[src/rtl/tabellone_morra_pkg.sv]
// -----------------------------------------------------------------------------
// morra_pkg
// Shared definitions for the Morra Cinese result scoreboard.
//   - ESITO_* : 2-bit result encodings used on MANCHE, PARTITA and esito
//   - stato_tab_t : scoreboard state (ATTESA, GIOCO, CHIUSA)
//   - W_MANCHE_DEF / W_TOT_DEF : default counter widths
//   - is_valido() : true for any code other than "none"
// -----------------------------------------------------------------------------
package morra_pkg;

  localparam logic [1:0] ESITO_NESSUNO = 2'b00;
  localparam logic [1:0] ESITO_G1      = 2'b01;
  localparam logic [1:0] ESITO_G2      = 2'b10;
  localparam logic [1:0] ESITO_PARI    = 2'b11;

  typedef enum logic [1:0] {
    ATTESA = 2'd0,
    GIOCO  = 2'd1,
    CHIUSA = 2'd2
  } stato_tab_t;

  // 19 manche at most in a legal match, so 5 bits are enough per match.
  localparam int W_MANCHE_DEF = 5;
  localparam int W_TOT_DEF    = 8;

  function automatic logic is_valido(input logic [1:0] codice);
    return codice != ESITO_NESSUNO;
  endfunction

endpackage

[src/rtl/tabellone_morra_contatore_sat.sv]
// -----------------------------------------------------------------------------
// contatore_sat
// Up-counter that sticks at all-ones instead of wrapping.
// Ports:
//   clk    in  1  clock
//   rst_n  in  1  asynchronous active-low reset (counter to 0)
//   i_clr  in  1  synchronous clear, wins over i_en
//   i_en   in  1  count enable
//   o_cnt  out W  current count (registered)
// -----------------------------------------------------------------------------
module contatore_sat #(
  parameter int W = 8
) (
  input  logic         clk,
  input  logic         rst_n,
  input  logic         i_clr,
  input  logic         i_en,
  output logic [W-1:0] o_cnt
);

  localparam logic [W-1:0] UNO = W'(1);

  logic [W-1:0] r_cnt;
  logic         w_pieno;

  assign w_pieno = &r_cnt;

  always_ff @(posedge clk or negedge rst_n) begin
    if (!rst_n) begin
      r_cnt <= '0;
    end else if (i_clr) begin
      r_cnt <= '0;
    end else if (i_en && !w_pieno) begin
      r_cnt <= r_cnt + UNO;
    end
  end

  assign o_cnt = r_cnt;

endmodule

[src/rtl/tabellone_morra.sv]
// -----------------------------------------------------------------------------
// tabellone_morra
// Result scoreboard downstream of the Morra Cinese game FSM. Tallies manche
// within a match, keeps cumulative match totals, hands each finished match
// result to a consumer via esito/esito_valid/ack, and flags protocol anomalies.
// Ports:
//   clk, rst_n       clock, asynchronous active-low reset
//   INIZIO           match start (clears per-match tallies)
//   MANCHE, PARTITA  per-cycle manche / match result codes from the game FSM
//   ack              consumer has read esito
//   punti1, punti2, pareggi, manche_tot   per-match tallies (W_MANCHE)
//   vittorie1, vittorie2, patte           cumulative match totals (W_TOT)
//   esito, esito_valid                    last match result and its valid flag
//   overrun          sticky: unread result overwritten
//   errore           sticky: protocol violation on MANCHE/PARTITA
// -----------------------------------------------------------------------------
module tabellone_morra
  import morra_pkg::*;
#(
  parameter int W_MANCHE = W_MANCHE_DEF,
  parameter int W_TOT    = W_TOT_DEF
) (
  input  logic                clk,
  input  logic                rst_n,
  input  logic                INIZIO,
  input  logic [1:0]          MANCHE,
  input  logic [1:0]          PARTITA,
  input  logic                ack,
  output logic [W_MANCHE-1:0] punti1,
  output logic [W_MANCHE-1:0] punti2,
  output logic [W_MANCHE-1:0] pareggi,
  output logic [W_MANCHE-1:0] manche_tot,
  output logic [W_TOT-1:0]    vittorie1,
  output logic [W_TOT-1:0]    vittorie2,
  output logic [W_TOT-1:0]    patte,
  output logic [1:0]          esito,
  output logic                esito_valid,
  output logic                overrun,
  output logic                errore
);

  // Index map of the per-match counter bank: 0 G1, 1 G2, 2 draws, 3 total.
  localparam int N_MANCHE = 4;
  // Index map of the cumulative bank: 0 G1, 1 G2, 2 draws.
  localparam int N_TOT    = 3;

  stato_tab_t r_stato;
  logic [1:0] r_esito;
  logic       r_esito_valid;
  logic       r_overrun;
  logic       r_errore;

  logic                w_conta;      // a manche code is accepted this cycle
  logic                w_fine;       // the match ends this cycle
  logic                w_err_fine;   // match end with inconsistent final manche
  logic                w_err_fermo;  // activity while no match is running
  logic                w_ack_eff;    // ack that actually consumes a result
  logic [N_MANCHE-1:0] w_en_manche;
  logic [N_TOT-1:0]    w_en_tot;
  logic [W_MANCHE-1:0] w_cnt_manche [N_MANCHE];
  logic [W_TOT-1:0]    w_cnt_tot    [N_TOT];

  // INIZIO masks MANCHE/PARTITA in every state, so everything below is
  // qualified with !INIZIO.
  assign w_conta     = (r_stato == GIOCO) && !INIZIO;
  assign w_fine      = w_conta && is_valido(PARTITA);
  assign w_err_fine  = w_fine && (MANCHE != PARTITA);
  assign w_err_fermo = (r_stato != GIOCO) && !INIZIO &&
                       (is_valido(MANCHE) || is_valido(PARTITA));
  assign w_ack_eff   = ack && r_esito_valid;

  // Per-match enables: the final manche is counted on the match-end edge too.
  assign w_en_manche[0] = w_conta && (MANCHE == ESITO_G1);
  assign w_en_manche[1] = w_conta && (MANCHE == ESITO_G2);
  assign w_en_manche[2] = w_conta && (MANCHE == ESITO_PARI);
  assign w_en_manche[3] = w_conta && is_valido(MANCHE);

  // Cumulative enables fire only on a real match end, never on an abort.
  assign w_en_tot[0] = w_fine && (PARTITA == ESITO_G1);
  assign w_en_tot[1] = w_fine && (PARTITA == ESITO_G2);
  assign w_en_tot[2] = w_fine && (PARTITA == ESITO_PARI);

  genvar gi;
  generate
    for (gi = 0; gi < N_MANCHE; gi++) begin : g_manche
      contatore_sat #(
        .W (W_MANCHE)
      ) u_cnt (
        .clk   (clk),
        .rst_n (rst_n),
        .i_clr (INIZIO),
        .i_en  (w_en_manche[gi]),
        .o_cnt (w_cnt_manche[gi])
      );
    end
    for (gi = 0; gi < N_TOT; gi++) begin : g_tot
      contatore_sat #(
        .W (W_TOT)
      ) u_cnt (
        .clk   (clk),
        .rst_n (rst_n),
        .i_clr (1'b0),
        .i_en  (w_en_tot[gi]),
        .o_cnt (w_cnt_tot[gi])
      );
    end
  endgenerate

  // State, handshake and sticky flags.
  always_ff @(posedge clk or negedge rst_n) begin
    if (!rst_n) begin
      r_stato       <= ATTESA;
      r_esito       <= ESITO_NESSUNO;
      r_esito_valid <= 1'b0;
      r_overrun     <= 1'b0;
      r_errore      <= 1'b0;
    end else begin
      if (w_err_fine || w_err_fermo) begin
        r_errore <= 1'b1;
      end

      // A new result always wins over ack: the consumer read the old one in
      // the same cycle, so valid stays high without an overrun.
      if (w_fine) begin
        r_esito       <= PARTITA;
        r_esito_valid <= 1'b1;
        if (r_esito_valid && !ack) begin
          r_overrun <= 1'b1;
        end
      end else if (w_ack_eff) begin
        r_esito_valid <= 1'b0;
      end

      case (r_stato)
        ATTESA: begin
          if (INIZIO) begin
            r_stato <= GIOCO;
          end
        end
        GIOCO: begin
          if (INIZIO) begin
            r_stato <= GIOCO;
          end else if (w_fine) begin
            r_stato <= CHIUSA;
          end
        end
        CHIUSA: begin
          if (INIZIO) begin
            r_stato <= GIOCO;
          end else if (w_ack_eff) begin
            r_stato <= ATTESA;
          end
        end
        default: begin
          r_stato <= ATTESA;
        end
      endcase
    end
  end

  assign punti1      = w_cnt_manche[0];
  assign punti2      = w_cnt_manche[1];
  assign pareggi     = w_cnt_manche[2];
  assign manche_tot  = w_cnt_manche[3];
  assign vittorie1   = w_cnt_tot[0];
  assign vittorie2   = w_cnt_tot[1];
  assign patte       = w_cnt_tot[2];
  assign esito       = r_esito;
  assign esito_valid = r_esito_valid;
  assign overrun     = r_overrun;
  assign errore      = r_errore;

endmodule
[config.mk]
export PLATFORM = sky130hd
export DESIGN_NAME = tabellone_morra
export DESIGN_NICKNAME = d
export VERILOG_FILES = /design/src/rtl/tabellone_morra_pkg.sv /design/src/rtl/tabellone_morra_contatore_sat.sv /design/src/rtl/tabellone_morra.sv
export SDC_FILE = /design/constraint.sdc
export NUM_CORES = 1
export LEC_CHECK = 0
export BUFFER_PORTS_ARGS = -buffer_cell sky130_fd_sc_hd__buf_2
export CELL_PAD_IN_SITES_DETAIL_PLACEMENT = 0
export CELL_PAD_IN_SITES_GLOBAL_PLACEMENT = 2
export CORE_MARGIN = 2
export CORE_UTILIZATION = 34
export DETAILED_ROUTE_END_ITERATION = 10
export HOLD_SLACK_MARGIN = 0.03
export PLACE_DENSITY_LB_ADDON = 0.1
export SETUP_SLACK_MARGIN = 0.3
export SYNTH_ARGS = -nofsm -noshare
export SYNTH_HDL_FRONTEND = slang
export SYNTH_SLANG_ARGS = --single-unit
[constraint.sdc]
create_clock -name clk -period 2.53 [get_ports clk]
set_input_delay 0.253 -clock clk [delete_from_list [all_inputs] [get_ports clk]]
set_output_delay 0.253 -clock clk [all_outputs]
set_load 0.01 [all_outputs]
# Word-level counts from Yosys, hierarchy flattened
# Index checks and enable logic that the tools add are counted.
[classes]
addsub = 7
multipliers = 0
div = 0
n_lt_le_gt_ge = 0
n_eq_ne = 13
shifts = 0
mux = 16
n_bitwise = 0
n_reduce_logical = 49
[ops]
columns = ["op", "n"]
rows = [
  ["$mux 5", 8],
  ["$add 8x1->8 const B", 3],
  ["$reduce_and 8->1", 3],
  ["$logic_and 1x1->1", 21],
  ["$add 5x1->5 const B", 4],
  ["$reduce_and 5->1", 4],
  ["$reduce_bool 2->1", 7],
  ["$eq 2x2->1 const B", 5],
  ["$mux 2", 5],
  ["$logic_not 1->1", 9],
  ["$eq 2x1->1 const B", 3],
  ["$ne 3x3->1 const B", 2],
  ["$pmux 2 s3", 1],
  ["$reduce_and 3->1", 1],
  ["$logic_not 2->1", 1],
  ["$logic_or 1x1->1", 2],
  ["$mux 1", 2],
  ["$ne 2x1->1 const B", 1],
  ["$ne 2x2->1", 1],
  ["$ne 2x2->1 const B", 1],
  ["$reduce_and 2->1", 1],
]
[totals]
reg_bits = 51
latch_bits = 0
ram_bits = 0
mem_bits_ro = 0
input_bits = 8
out_inout_bits = 49
memories = 0

# Longest topological paths before layout
# Gate-level depths: netlist (run 1).
[depth]
word_depth = 6
depth_mapped = 7
ltp_nobuf = 7

# Hierarchy
# Synthesis (run 1) repeated with hierarchy kept, for this count alone.
[unflattened]
cells_unflattened = 270
area_unflattened_um2 = 2884.0
[modules_own_cells]
columns = ["module", "n_inst", "cells_per_inst", "area_each_um2"]
rows = [
  ["contatore_sat (g_tot[0].u_cnt ...)", 3, 47, 505.5],
  ["contatore_sat (g_manche[0].u_cnt ...)", 4, 23, 249.0],
  ["tabellone_morra", 1, 37, 371.6],
]

# Worst setup path before layout (run 1)
# No wires, ideal clock.
[synth_timing]
kind = "register to register"
from = "register g_manche[0].u_cnt.r_cnt[0]"
to = "register g_manche[0].u_cnt.r_cnt[3]"
t_arrival_ns = 1.677
path_slack_ns = 0.725
stages_incl_launch_ff = 8
path_buffers = 0
synth_period_minus_slack_ns = 1.805
cell_sequence = "dfrtp_1 ha_1 and3_1 ha_1 nor3b_1 nand3_1 xor2_1 nor2_1"
[synth_between]
elab_chain_len = 4
[synth_lines]
columns = ["element", "line_no", "rtl"]
rows = [
  ["from (decl)", "tabellone_morra_contatore_sat.sv:23", "logic [W-1:0] r_cnt;"],
  ["from (signal assigned)", "tabellone_morra_contatore_sat.sv:34", "r_cnt <= r_cnt + UNO;"],
  ["parallel branches: the longest is 4 deep, another holds $add 5x1->5", "-", ""],
]
# Several ways; the timed one is not identified. The select of a mux whose other input is x is not followed.
# A chain may end at the register's enable or synchronous reset.

# Worst setup path in the final report (run 1)
[layout_timing]
from = "register g_manche[0].u_cnt.r_cnt[0]"
to = "register g_manche[0].u_cnt.r_cnt[0]"
# The elaborated chain is that of the path after synthesis.

==> summary.txt, run 1 <==
Power and ir drop
  • Register share of total power: 0.536
  • Switch share: 0.3049
  • Pint: 1340 uW
  • Psw: 587.9 uW
  • Worst VDD drop: 0.0003251 V
  • Clock share of power: 0.266
  • Power share of the combinational group: 0.198
  • Leak Pwr: 0.001602 uW
  • Power per cell area: 622.3 nW/um^2

Synth
  • Largest family of logic cells by synthesized area: simple AND/OR/NAND/NOR gates
  • Avg Synthesized Cell Area: 10.45 sq um
  • Synthesized netlist cell count: 246
  • Mux cell area share after synthesis: 0.06764
  • Post-synthesis net count: 265
  • Post-Synth Adder-Cell Area: 0.05353
  • Top cells by count, synth: 51 x dfrtp_1, 22 x nand2_1, 19 x nand3_1, 19 x nor2_1, 14 x and3_1
  • Post-synth ARST share: 1.000
  • Sequential fraction of the synthesis area: 0.4964
  • Compound-cell area share of the yosys netlist: 0.05255
  • Post-synthesis xor/xnor area fraction: 0.06472
  • Top_reg_cell synth: dfrtp_1
  • Post-synthesis simple-gate area fraction: 0.2467
  • Area contributors post-synth: dfrtp_1 50%, ha_1 5.4%, xor2_1 4.1%
  • Synth top area share: 0.4964
  • Syn. warnings: 0
  • Post-synth cell types: 39
  • Most frequent cell after synthesis: dfrtp_1
  • Post-synthesis register bit count: 51
  • Post-synth EDFFs: 0
  • Area leader, netlist: dfrtp_1
  • Post-synthesis cell area: 2571 sq um

Placed design
  • I/O Buffers: 56
  • Post-DP HPWL: 3968 um
  • DP Worst Slack: 0.5983 ns
  • Final GP Congestion: 0.7390

Critical path
  • Crit end category: flip-flop
  • Crit path max fanout: 5
  • Setup CP Type: reg2reg
  • CP Data Arrival Time: 2.14 ns
  • Required time worst endpoint: 2.71 ns
  • Worst r2r src: g_manche[0].u_cnt.o_cnt[0]$_DFFE_PN0P_
  • R2r setup slk: 0.57 ns
  • Depth of the most critical reg-to-reg path: 7
  • R2r endpoint: g_manche[0].u_cnt.o_cnt[0]$_DFFE_PN0P_
  • Crit path launch type: flip-flop

Min path
  • Hold Path End: r_stato[1]$_DFFE_PN0P_
  • Worst Hold Class: in2reg
  • Hold depth: 2
  • HP Start: INIZIO

STA
  • Fin worst setup slack: 0.5711 ns
  • Fin crit period: 1.959 ns
  • Period utilisation layout: 0.7743
  • Setup violators final: 0
  • Achievable frequency: 0.5105 GHz
  • Relative slew slack: 0.5521
  • Worst Tran Pin Value: 0.6718 ns
  • RSZ-0062 raised after global routing: no
  • Setup TNS Final: 0 ns
  • Pins over their slew limit: 0
  • Final Hold Viols: 0
  • Clock skew: 0.006439 ns

Drt
  • Via density: 4.883
  • DRT iter0 DRCs: 63
  • DRC errors left: 0
  • DRT Wirelength: 5314 um
  • 1st-pass router iterations: 4
  • Total number of vias: 2002
  • Avg WL per Cell: 12.96 um
  • Routed Antenna Nets: 0

GRT
  • First-pass GRT wire length: 9335 um
  • Largest net degree at the start of global routing: 31
  • Vias in the first global route: 1931
  • Gr ovfl total: 0
  • Initial antenna violation count: 0
  • Tot GR Track Use: 0.1381

Clock tree
  • CTS buffer count: 5
  • Post-CTS Setup Bufs: 0
  • CTS max path bufs: 2
  • CTS tree: built
  • H-tree depth reported by CTS: 2
  • Reg clk slew, reported paths: 0.09 ns
  • Skew-Pair Late Insertion Delay: 0.30 ns
  • Root buf cell: clkbuf_8
  • Clock sink count: 51
  • Post_cts resized: 0

Floorplan
  • Ports: 57
  • DIE AREA: 8274 sq um
  • Die Y: 90.96 um
  • Starting density of the core: 0.3526
  • Die width: 90.96 um
  • Row count: 31
  • Core ar.: 7292 sq um

Finish
  • Ratio of cells with drive above 1 in the final layout: 0.2572
  • Sequential cell area: 1276 sq um
  • Synthesis-to-finish area growth: 20.49%
  • Diodes inserted: 0
  • Area of the multi-input gates: 1247 sq um
  • Fillers: 766
  • Fin nets: 329

Status
  • Outcome: complete, no violations

Flow run
  • Max-cap viol count: 0
power by group through the flow:
stage | registers, uW | clock network (uW) | logic (uW)
final | 1030 | 512 | 383
after global placement | 1050 | 0 | 389
after CTS | 1030 | 542 | 390
after floorplan | 1070 | 0 | 180
after detailed placement | 1050 | 0 | 388
after global routing | 1060 | 576 | 433
cell families (layout without fill, tap and decap cells):
group,Yosys count,in the layout
and+or+nand+nor,116,116
DFF,51,51
AOI/OAI and AO/OA,23,23
xor gates and xnor gates,19,19
muxes,16,16
adders and majority gates,11,11
buffers and inverters,10,75
state kept, by name, indices dropped and copies added (netlist names):
signal	count
overrun	1
g_tot.u_cnt.o_cnt	24
g_manche.u_cnt.o_cnt	20
esito_valid	1
esito	2
errore	1
r_stato	2
stage by stage:
stage | area (sq um) | cells | util | power, uW | hold slack, ns
3_5_place_dp | 2988 | 401 | 0.4097 | 1439 | 0.3425
5_1_grt | 3098 | 410 | 0.4248 | 2071 | 0.1642
3_3_place_gp | 2988 | 401 | 0.4097 | 1441 | 0.3441
2_1_floorplan | 2571 | 246 | - | 1253 | -0.04259
6_report | 3098 | 410 | 0.4248 | 1928 | 0.1671
4_1_cts | 3098 | 410 | 0.4248 | 1967 | 0.1540
layout by cell type (no fill, tap or decap), drive strengths merged, types with 2 or more instances in the layout:
master  count
nand4       6
nand3b      7
nor2       19
clkbuf      8
ha         11
xor2       12
xnor2       7
nor3b       5
mux2       11
a21oi       7
inv         4
nor2b       3
nand2b      7
o21ai       9
buf        62
and2        2
and3       14
dfrtp      51
nand2      22
nand3      19
nor3        6
mux2i       5
critical path: stages, from the launching register on:
cell and delay [ns]:
dfrtp_1 0.43, ha_1 0.22, and3_1 0.18, ha_1 0.17
nor3b_1 0.45, nand2_1 0.20, nand3b_1 0.12, o21ai_0 0.08
worst max-delay path by stage:
| stage | end | cells past startpoint | slack, ns | from |
|---|---|---|---|---|
| finish | g_manche[0].u_cnt.o_cnt[0]$_DFFE_PN0P_ | 7 | 0.57 | g_manche[0].u_cnt.o_cnt[0]$_DFFE_PN0P_ |
| detailed placement | g_manche[0].u_cnt.o_cnt[0]$_DFFE_PN0P_ | 7 | 0.60 | g_manche[0].u_cnt.o_cnt[0]$_DFFE_PN0P_ |
| floorplan | g_manche[0].u_cnt.o_cnt[3]$_DFFE_PN0P_ | 7 | 0.72 | g_manche[0].u_cnt.o_cnt[0]$_DFFE_PN0P_ |
| global route | g_manche[0].u_cnt.o_cnt[0]$_DFFE_PN0P_ | 7 | 0.36 | g_manche[0].u_cnt.o_cnt[0]$_DFFE_PN0P_ |
| CTS | g_manche[0].u_cnt.o_cnt[0]$_DFFE_PN0P_ | 7 | 0.58 | g_manche[0].u_cnt.o_cnt[0]$_DFFE_PN0P_ |
| global placement | g_manche[0].u_cnt.o_cnt[0]$_DFFE_PN0P_ | 7 | 0.62 | g_manche[0].u_cnt.o_cnt[0]$_DFFE_PN0P_ |
timing repair:
item                                    in CTS  in global routing
hold buffers                                 1                  0
hold endpoints to repair                    28                  0
endpoints found under the setup margin       0                  0
cell type report:
class / count / share of cell area
clock buffer: 8 / 0.03231
inverter: 4 / 0.004847
multi-input combinational: 185 / 0.4027
sequential: 51 / 0.4120
tap: 99 / 0.03998
timing repair buffer: 63 / 0.1082
metal layers:
metal / GRT usage / vias to the layer above / share of wire
li1: - / 987 / -
met1: 0.1922 / 974 / 0.48
met2: 0.2148 / 35 / 0.47
met3: 0.03402 / 6 / 0.042
met4: 0.03788 / 0 / 0.0092
met5: 0 / - / 0
Note: power is estimated with default switching activity, not from simulation.
==> inputs of run 2 (changes only) <==
--- a/config.mk
+++ b/config.mk
@@ -9,7 +9,7 @@
 export CELL_PAD_IN_SITES_DETAIL_PLACEMENT = 0
 export CELL_PAD_IN_SITES_GLOBAL_PLACEMENT = 2
 export CORE_MARGIN = 2
-export CORE_UTILIZATION = 34
+export CORE_UTILIZATION = 30
 export DETAILED_ROUTE_END_ITERATION = 10
 export HOLD_SLACK_MARGIN = 0.03
 export PLACE_DENSITY_LB_ADDON = 0.1
==> constraint.sdc (replaced) <==
create_clock -name clk -period 1.6 [get_ports clk]
set_input_delay 0.16 -clock clk [delete_from_list [all_inputs] [get_ports clk]]
set_output_delay 0.16 -clock clk [all_outputs]
set_load 0.01 [all_outputs]
==> summary.txt, run 2 (synthesized netlist as in run 1, its figures left out) <==
Status
  • Outcome: complete, but fails checks (was complete, no violations)
  • Violated checks: setup timing

STA
  • Clock skew: 0.005200 ns (was 0.006439 ns)
  • Achievable frequency: 0.6001 GHz (was 0.5105 GHz)
  • RSZ-0062 raised after global routing: yes (was no)
  • Setup violators final: 9 (was 0)
  • Fin worst setup slack: -0.06626 ns (was 0.5711 ns)
  • Relative slew slack: 0.5771 (was 0.5521)
  • Final Hold Viols: 0 (unchanged)
  • Period utilisation layout: 1.041 (was 0.7743)
  • Fin crit period: 1.666 ns (was 1.959 ns)
  • Worst Tran Pin Value: 0.6320 ns (was 0.6718 ns)
  • Pins over their slew limit: 0 (unchanged)

Clock tree
  • Root buf cell: clkbuf_8 (unchanged)
  • Clock sink count: 51 (unchanged)
  • Skew-Pair Late Insertion Delay: 0.30 ns (about the same)
  • CTS max path bufs: 2 (unchanged)
  • CTS tree: built (unchanged)
  • H-tree depth reported by CTS: 2 (unchanged)
  • Reg clk slew, reported paths: 0.09 ns (about the same)
  • CTS buffer count: 5 (unchanged)

Floorplan
  • Die Y: 96.58 um (was 90.96 um)
  • Starting density of the core: 0.3114 (was 0.3526)
  • Row count: 33 (was 31)
  • Ports: 57 (unchanged)
  • DIE AREA: 9328 sq um (was 8274 sq um)
  • Die width: 96.58 um (was 90.96 um)
  • Core ar.: 8258 sq um (was 7292 sq um)

Finish
  • Sequential cell area: 1276 sq um (unchanged)
  • Most frequent cells in the layout: 56 x buf_2, 51 x dfrtp_1, 40 x buf_4 (was 56 x buf_2, 51 x dfrtp_1, 22 x nand2_1)
  • Synthesis-to-finish area growth: 49.20% (was 20.49%)
  • Final Util: 0.4645 (was 0.4248)
  • Fillers: 819 (was 766)
  • Max reg flops: 24 (unchanged)
  • Diodes inserted: 0 (unchanged)
  • Area of the multi-input gates: 1628 sq um (was 1247 sq um)
  • Ratio of cells with drive above 1 in the final layout: 0.4887 (was 0.2572)
  • Fin cells: 459 (was 410)
  • Fin nets: 372 (was 329)
  • Most common cell after layout, fill and taps aside: buf_2 (unchanged)

Critical path
  • Depth of the most critical reg-to-reg path: 5 (was 7)
  • R2r endpoint: g_tot[1].u_cnt.o_cnt[4]$_DFFE_PN0P_ (was g_manche[0].u_cnt.o_cnt[0]$_DFFE_PN0P_)
  • CP Data Arrival Time: 1.86 ns (was 2.14 ns)
  • Worst r2r src: r_stato[1]$_DFFE_PN0P_ (was g_manche[0].u_cnt.o_cnt[0]$_DFFE_PN0P_)
  • Crit end category: flip-flop (unchanged)
  • R2r setup slk: -0.07 ns (was 0.57 ns)
  • Crit path launch type: flip-flop (unchanged)
  • Required time worst endpoint: 1.79 ns (was 2.71 ns)
  • Setup CP Type: reg2reg (unchanged)
  • Crit path max fanout: 3 (was 5)

Placed design
  • Final GP Congestion: 0.7406 (was 0.7390)
  • Post-DP HPWL: 4191 um (was 3968 um)
  • Number of placed instances, taps included: 435 (was 401)
  • I/O Buffers: 56 (unchanged)

GRT
  • Largest net degree at the start of global routing: 52 (was 31)
  • Tot GR Track Use: 0.1412 (was 0.1381)
  • First-pass GRT wire length: 10230 um (was 9335 um)
  • Gr ovfl total: 0 (unchanged)
  • Vias in the first global route: 2101 (was 1931)
  • Initial antenna violation count: 0 (unchanged)

Drt
  • Total number of vias: 2156 (was 2002)
  • DRT Wirelength: 6317 um (was 5314 um)
  • Via density: 4.697 (was 4.883)
  • DRC errors left: 0 (unchanged)
  • 1st-pass router iterations: 4 (unchanged)
  • Avg WL per Cell: 13.76 um (was 12.96 um)
  • Routed Antenna Nets: 0 (unchanged)
  • DRT iter0 DRCs: 42 (was 63)

Power and ir drop
  • Worst VDD drop: 0.0004715 V (was 0.0003251 V)
  • Leak Pwr: 0.001872 uW (was 0.001602 uW)
  • Power per cell area: 852.6 nW/um^2 (was 622.3 nW/um^2)
  • Tot Pwr: 3271 uW (was 1928 uW)

Flow run
  • Max-cap viol count: 0 (unchanged)

Min path
  • Hold Path End: overrun$_DFFE_PN0P_ (was r_stato[1]$_DFFE_PN0P_)
  • Hold depth: 3 (was 2)
  • HP Start: ack (was INIZIO)
  • Worst Hold Class: in2reg (unchanged)
-- run 2: area by class of cell --
| type | instances | area share |
|---|---|---|
| Timing Repair Buffer | 106 | 0.1836 |
| Tap cell | 105 | 0.03425 |
| Multi-Input combinational cell | 185 | 0.4243 |
| Sequential cell | 51 | 0.3327 |
| Clock inverter | 1 | 0.001305 |
| Clock buffer | 7 | 0.01990 |
| Inverter | 4 | 0.003914 |
-- run 2: worst max path at each step --
stage | start | endpoint | slack (ns) | depth (start not counted)
6_report | r_stato[1]$_DFFE_PN0P_ | g_tot[1].u_cnt.o_cnt[4]$_DFFE_PN0P_ | -0.07 | 5
5_1_grt | r_stato[1]$_DFFE_PN0P_ | g_tot[1].u_cnt.o_cnt[4]$_DFFE_PN0P_ | -0.15 | 5
3_5_place_dp | r_stato[1]$_DFFE_PN0P_ | g_tot[1].u_cnt.o_cnt[5]$_DFFE_PN0P_ | -0.10 | 4
2_1_floorplan | r_stato[1]$_DFFE_PN0P_ | g_tot[1].u_cnt.o_cnt[5]$_DFFE_PN0P_ | -0.12 | 5
3_3_place_gp | r_stato[1]$_DFFE_PN0P_ | g_tot[1].u_cnt.o_cnt[5]$_DFFE_PN0P_ | -0.1 | 4
4_1_cts | r_stato[1]$_DFFE_PN0P_ | g_tot[1].u_cnt.o_cnt[5]$_DFFE_PN0P_ | -0.09 | 4
-- run 2: worst max-delay path: stages, from the launching register on --
cell and delay [ns]:
dfrtp_1 0.39, or3b_4 0.40, nor3b_4 0.21, buf_6 0.14, nand4_1 0.10, mux2_1 0.32
-- run 2: where the power goes --
group | switching, uW | internal, uW | total [uW]
sequential | 150 | 1440 | 1590
clock | 421 | 308 | 729
combinational | 472 | 480 | 952
total | 1040 | 2230 | 3270
-- run 2: timing repair --
| item | CTS | global route |
|---|---|---|
| hold endpoints to repair | 51 | 0 |
| gates cloned | 0 | 0 |
| gates resized for setup | 48 | 18 |
| setup endpoints to repair | 45 | 46 |
| hold buffers | 1 | 0 |
| buffers inserted | 8 | 7 |
| pin swaps | 27 | 30 |
-- run 2: per-stage QoR --
step	cell area, sq um	hold WS [ns]	worst slack [ns]	setup TNS [ns]
finish	3836	0.1518	-0.06626	-0.2806
global route	3836	0.1641	-0.1465	-1.736
CTS	3690	0.1463	-0.08727	-0.4953
detailed placement	3319	0.1835	-0.1002	-0.7518
global placement	3319	0.1832	-0.09829	-0.6543
floorplan	2681	-0.1356	-0.1180	-0.9657
-- run 2: layer usage --
metal,vias to the layer above,GRT usage,share of wire
li1,1076,-,-
met1,1039,0.1978,0.48
met2,36,0.2211,0.46
met3,5,0.02870,0.042
met4,0,0.04108,0.011
met5,-,0,0
==> inputs of run 3 (changes only) <==
--- a/config.mk
+++ b/config.mk
@@ -5,11 +5,13 @@
 export SDC_FILE = /design/constraint.sdc
 export NUM_CORES = 1
 export LEC_CHECK = 0
+export ABC_AREA = 1
+export ABC_CLOCK_PERIOD_IN_PS = 1600
 export BUFFER_PORTS_ARGS = -buffer_cell sky130_fd_sc_hd__buf_2
 export CELL_PAD_IN_SITES_DETAIL_PLACEMENT = 0
 export CELL_PAD_IN_SITES_GLOBAL_PLACEMENT = 2
 export CORE_MARGIN = 2
-export CORE_UTILIZATION = 30
+export CORE_UTILIZATION = 28
 export DETAILED_ROUTE_END_ITERATION = 10
 export HOLD_SLACK_MARGIN = 0.03
 export PLACE_DENSITY_LB_ADDON = 0.1
==> summary.txt, run 3 <==
Floorplan
  • Die Y: 105.7 um (was 96.58 um)
  • DIE AREA: 11170 sq um (was 9328 sq um)
  • Starting density of the core: 0.2842 (was 0.3114)
  • Die width: 105.7 um (was 96.58 um)
  • Row count: 37 (was 33)
  • Core ar.: 10180 sq um (was 8258 sq um)
  • Ports: 57 (unchanged)

Critical path
  • Crit path launch type: flip-flop (unchanged)
  • Setup CP Type: reg2reg (unchanged)
  • CP Data Arrival Time: 1.73 ns (was 1.86 ns)
  • Crit end category: flip-flop (unchanged)
  • Required time worst endpoint: 1.81 ns (was 1.79 ns)
  • Crit path max fanout: 6 (was 3)

Synth
  • Avg Synthesized Cell Area: 7.364 sq um (was 10.45 sq um)
  • Top cells by count, synth: 176 x nand2_1, 51 x dfrtp_1, 38 x nor2_1 (was 51 x dfrtp_1, 22 x nand2_1, 19 x nand3_1, 19 x nor2_1, 14 x and3_1)
  • Post-synth cell types: 24 (was 39)
  • Most frequent cell after synthesis: nand2_1 (was dfrtp_1)
  • Post-synthesis register bit count: 51 (unchanged)
  • Post-synthesis cell area: 2894 sq um (was 2571 sq um)
  • Syn. warnings: 0 (unchanged)
  • Area contributors post-synth: dfrtp_1 44%, nand2_1 23%, nor2_1 4.9% (was dfrtp_1 50%, ha_1 5.4%, xor2_1 4.1%)
  • Post-synth EDFFs: 0 (unchanged)
  • Synthesized netlist cell count: 393 (was 246)
  • Sequential fraction of the synthesis area: 0.4410 (was 0.4964)
  • Area leader, netlist: dfrtp_1 (unchanged)
  • Post-synthesis net count: 412 (was 265)
  • Top_reg_cell synth: dfrtp_1 (unchanged)
  • Post-synth ARST share: 1.000 (unchanged)
  • Synth top area share: 0.4410 (was 0.4964)

Placed design
  • Post-DP HPWL: 5255 um (was 4191 um)
  • Number of placed instances, taps included: 597 (was 435)
  • DP Worst Slack: 0.03944 ns (was -0.1002 ns)
  • I/O Buffers: 56 (unchanged)
  • Final GP Congestion: 0.7867 (was 0.7406)

STA
  • Clock skew: 0.008206 ns (was 0.005200 ns)
  • Pins over their slew limit: 0 (unchanged)
  • Worst Tran Pin Value: 0.3074 ns (was 0.6320 ns)
  • Period utilisation layout: 0.9489 (was 1.041)
  • Hold Slack: 0.1414 ns (was 0.1518 ns)
  • Fin worst setup slack: 0.08172 ns (was -0.06626 ns)
  • Setup TNS Final: 0 ns (was -0.2806 ns)
  • Achievable frequency: 0.6586 GHz (was 0.6001 GHz)
  • Fin crit period: 1.518 ns (was 1.666 ns)
  • Relative slew slack: 0.7951 (was 0.5771)
  • Setup violators final: 0 (was 9)
  • Final Hold Viols: 0 (unchanged)
  • RSZ-0062 raised after global routing: yes (unchanged)

GRT
  • Gr ovfl total: 0 (unchanged)
  • Largest net degree at the start of global routing: 52 (unchanged)
  • Vias in the first global route: 2667 (was 2101)
  • Initial antenna violation count: 0 (unchanged)
  • Tot GR Track Use: 0.1424 (was 0.1412)
  • First-pass GRT wire length: 12820 um (was 10230 um)

Clock tree
  • Clock sink count: 51 (unchanged)
  • CTS buffer count: 5 (unchanged)
  • H-tree depth reported by CTS: 2 (unchanged)
  • CTS max path bufs: 2 (unchanged)
  • Reg clk slew, reported paths: 0.10 ns (was 0.09 ns)
  • Root buf cell: clkbuf_8 (unchanged)
  • Skew-Pair Late Insertion Delay: 0.31 ns (was 0.30 ns)
  • CTS tree: built (unchanged)

Finish
  • Synthesis-to-finish area growth: 42.07% (was 49.20%)
  • Fin nets: 514 (was 372)
  • Diodes inserted: 0 (unchanged)
  • Max reg flops: 24 (unchanged)
  • Ratio of cells with drive above 1 in the final layout: 0.3952 (was 0.4887)
  • Fin cells: 632 (was 459)
  • Most frequent cells in the layout: 145 x nand2_1, 55 x buf_2, 42 x dfrtp_1 (was 56 x buf_2, 51 x dfrtp_1, 40 x buf_4)
  • Most common cell after layout, fill and taps aside: nand2_1 (was buf_2)
  • Fillers: 1086 (was 819)

Power and ir drop
  • Power per cell area: 933.2 nW/um^2 (was 852.6 nW/um^2)
  • Tot Pwr: 3837 uW (was 3271 uW)
  • Worst VDD drop: 0.0004325 V (was 0.0004715 V)
  • Leak Pwr: 0.002176 uW (was 0.001872 uW)

Status
  • Outcome: complete, no violations (was complete, but fails checks)

Drt
  • Avg WL per Cell: 12.21 um (was 13.76 um)
  • Routed Antenna Nets: 0 (unchanged)
  • DRT Wirelength: 7716 um (was 6317 um)
  • 1st-pass router iterations: 4 (unchanged)
  • Via density: 4.453 (was 4.697)
  • Total number of vias: 2814 (was 2156)
  • DRT iter0 DRCs: 60 (was 42)
  • DRC errors left: 0 (unchanged)

Flow run
  • Max-cap viol count: 0 (unchanged)

Min path
  • Worst Hold Class: in2reg (unchanged)
[run 3: kinds of logic (layout without fill, tap and decap cells)]
| kind of cell | after synthesis | after routing | share of synthesized area |
|---|---|---|---|
| and+or+nand+nor | 268 | 268 | 0.4021 |
| AOI/OAI and AO/OA | 16 | 16 | 0.02940 |
| adders and majority gates | 11 | 11 | 0.04756 |
| DFF | 51 | 51 | 0.4410 |
| buffers and inverters | 37 | 140 | 0.04972 |
| xor gates and xnor gates | 10 | 10 | 0.03027 |
[run 3: cell type report]
class | instances | area (sq um) | area share
Clock inverter | 2 | 35.03 | 0.008521
Tap cell | 136 | 170.2 | 0.04139
Clock buffer | 6 | 82.58 | 0.02009
Sequential cell | 51 | 1287 | 0.3131
Multi-Input combinational cell | 305 | 1774 | 0.4315
Inverter | 35 | 133.9 | 0.03256
Timing Repair Buffer | 97 | 628.1 | 0.1528
[run 3: per-stage QoR]
stage          area [sq um]    util
2_1_floorplan          2948       -
3_3_place_gp           3503  0.3440
3_5_place_dp           3503  0.3440
4_1_cts                3906  0.3835
5_1_grt                4111  0.4037
6_report               4111  0.4037
[run 3: worst paths after layout]
check | from | endpoint | slack, ns | cells after the start
worst max-delay path | g_manche[2].u_cnt.o_cnt[0]$_DFFE_PN0P_ | g_manche[2].u_cnt.o_cnt[1]$_DFFE_PN0P_ | 0.08 | 9
worst min-delay path | ack | esito_valid$_DFFE_PN0P_ | 0.14 | 4
worst max register to register | g_manche[2].u_cnt.o_cnt[0]$_DFFE_PN0P_ | g_manche[2].u_cnt.o_cnt[1]$_DFFE_PN0P_ | 0.08 | 9
worst min register to register | esito[1]$_DFFE_PN0P_ | esito[1]$_DFFE_PN0P_ | 0.48 | 2
max in group asynchronous | rst_n | g_tot[1].u_cnt.o_cnt[6]$_DFFE_PN0P_ | 0.95 | 3
min in group asynchronous | rst_n | g_manche[0].u_cnt.o_cnt[3]$_DFFE_PN0P_ | 0.37 | 3
[run 3: power breakdown]
group | switching [uW] | internal (uW)
Clock | 457 | 507
Sequential | 201 | 1470
Combinational | 634 | 566
[run 3: metal layers]
layer / global-route usage / vias up / wire length (um) / part of all wire
met1: 0.1817 / 1311 / 3690 / 0.48
li1: - / 1449 / - / -
met3: 0.02659 / 7 / 274 / 0.036
met5: 0 / - / 0 / 0
met2: 0.2488 / 47 / 3685 / 0.48
met4: 0.03383 / 0 / 65 / 0.0084
[run 3: what timing repair did]
item,CTS,global route
setup endpoints to repair,44,45
gates resized for setup,38,45
buffers inserted,17,9
pin swaps,19,32
hold buffers,1,0
endpoints found under the hold margin,51,0
[run 3: worst max-delay path, cell delays in order (launching register included)]
cell and delay, ns:
dfrtp_2 0.44, ha_4 0.17, nand2_4 0.07, nor2_2 0.04, ha_2 0.15, nand3b_1 0.20
nor2_4 0.20, nor2_4 0.06, nand2_1 0.05, nand2_1 0.05
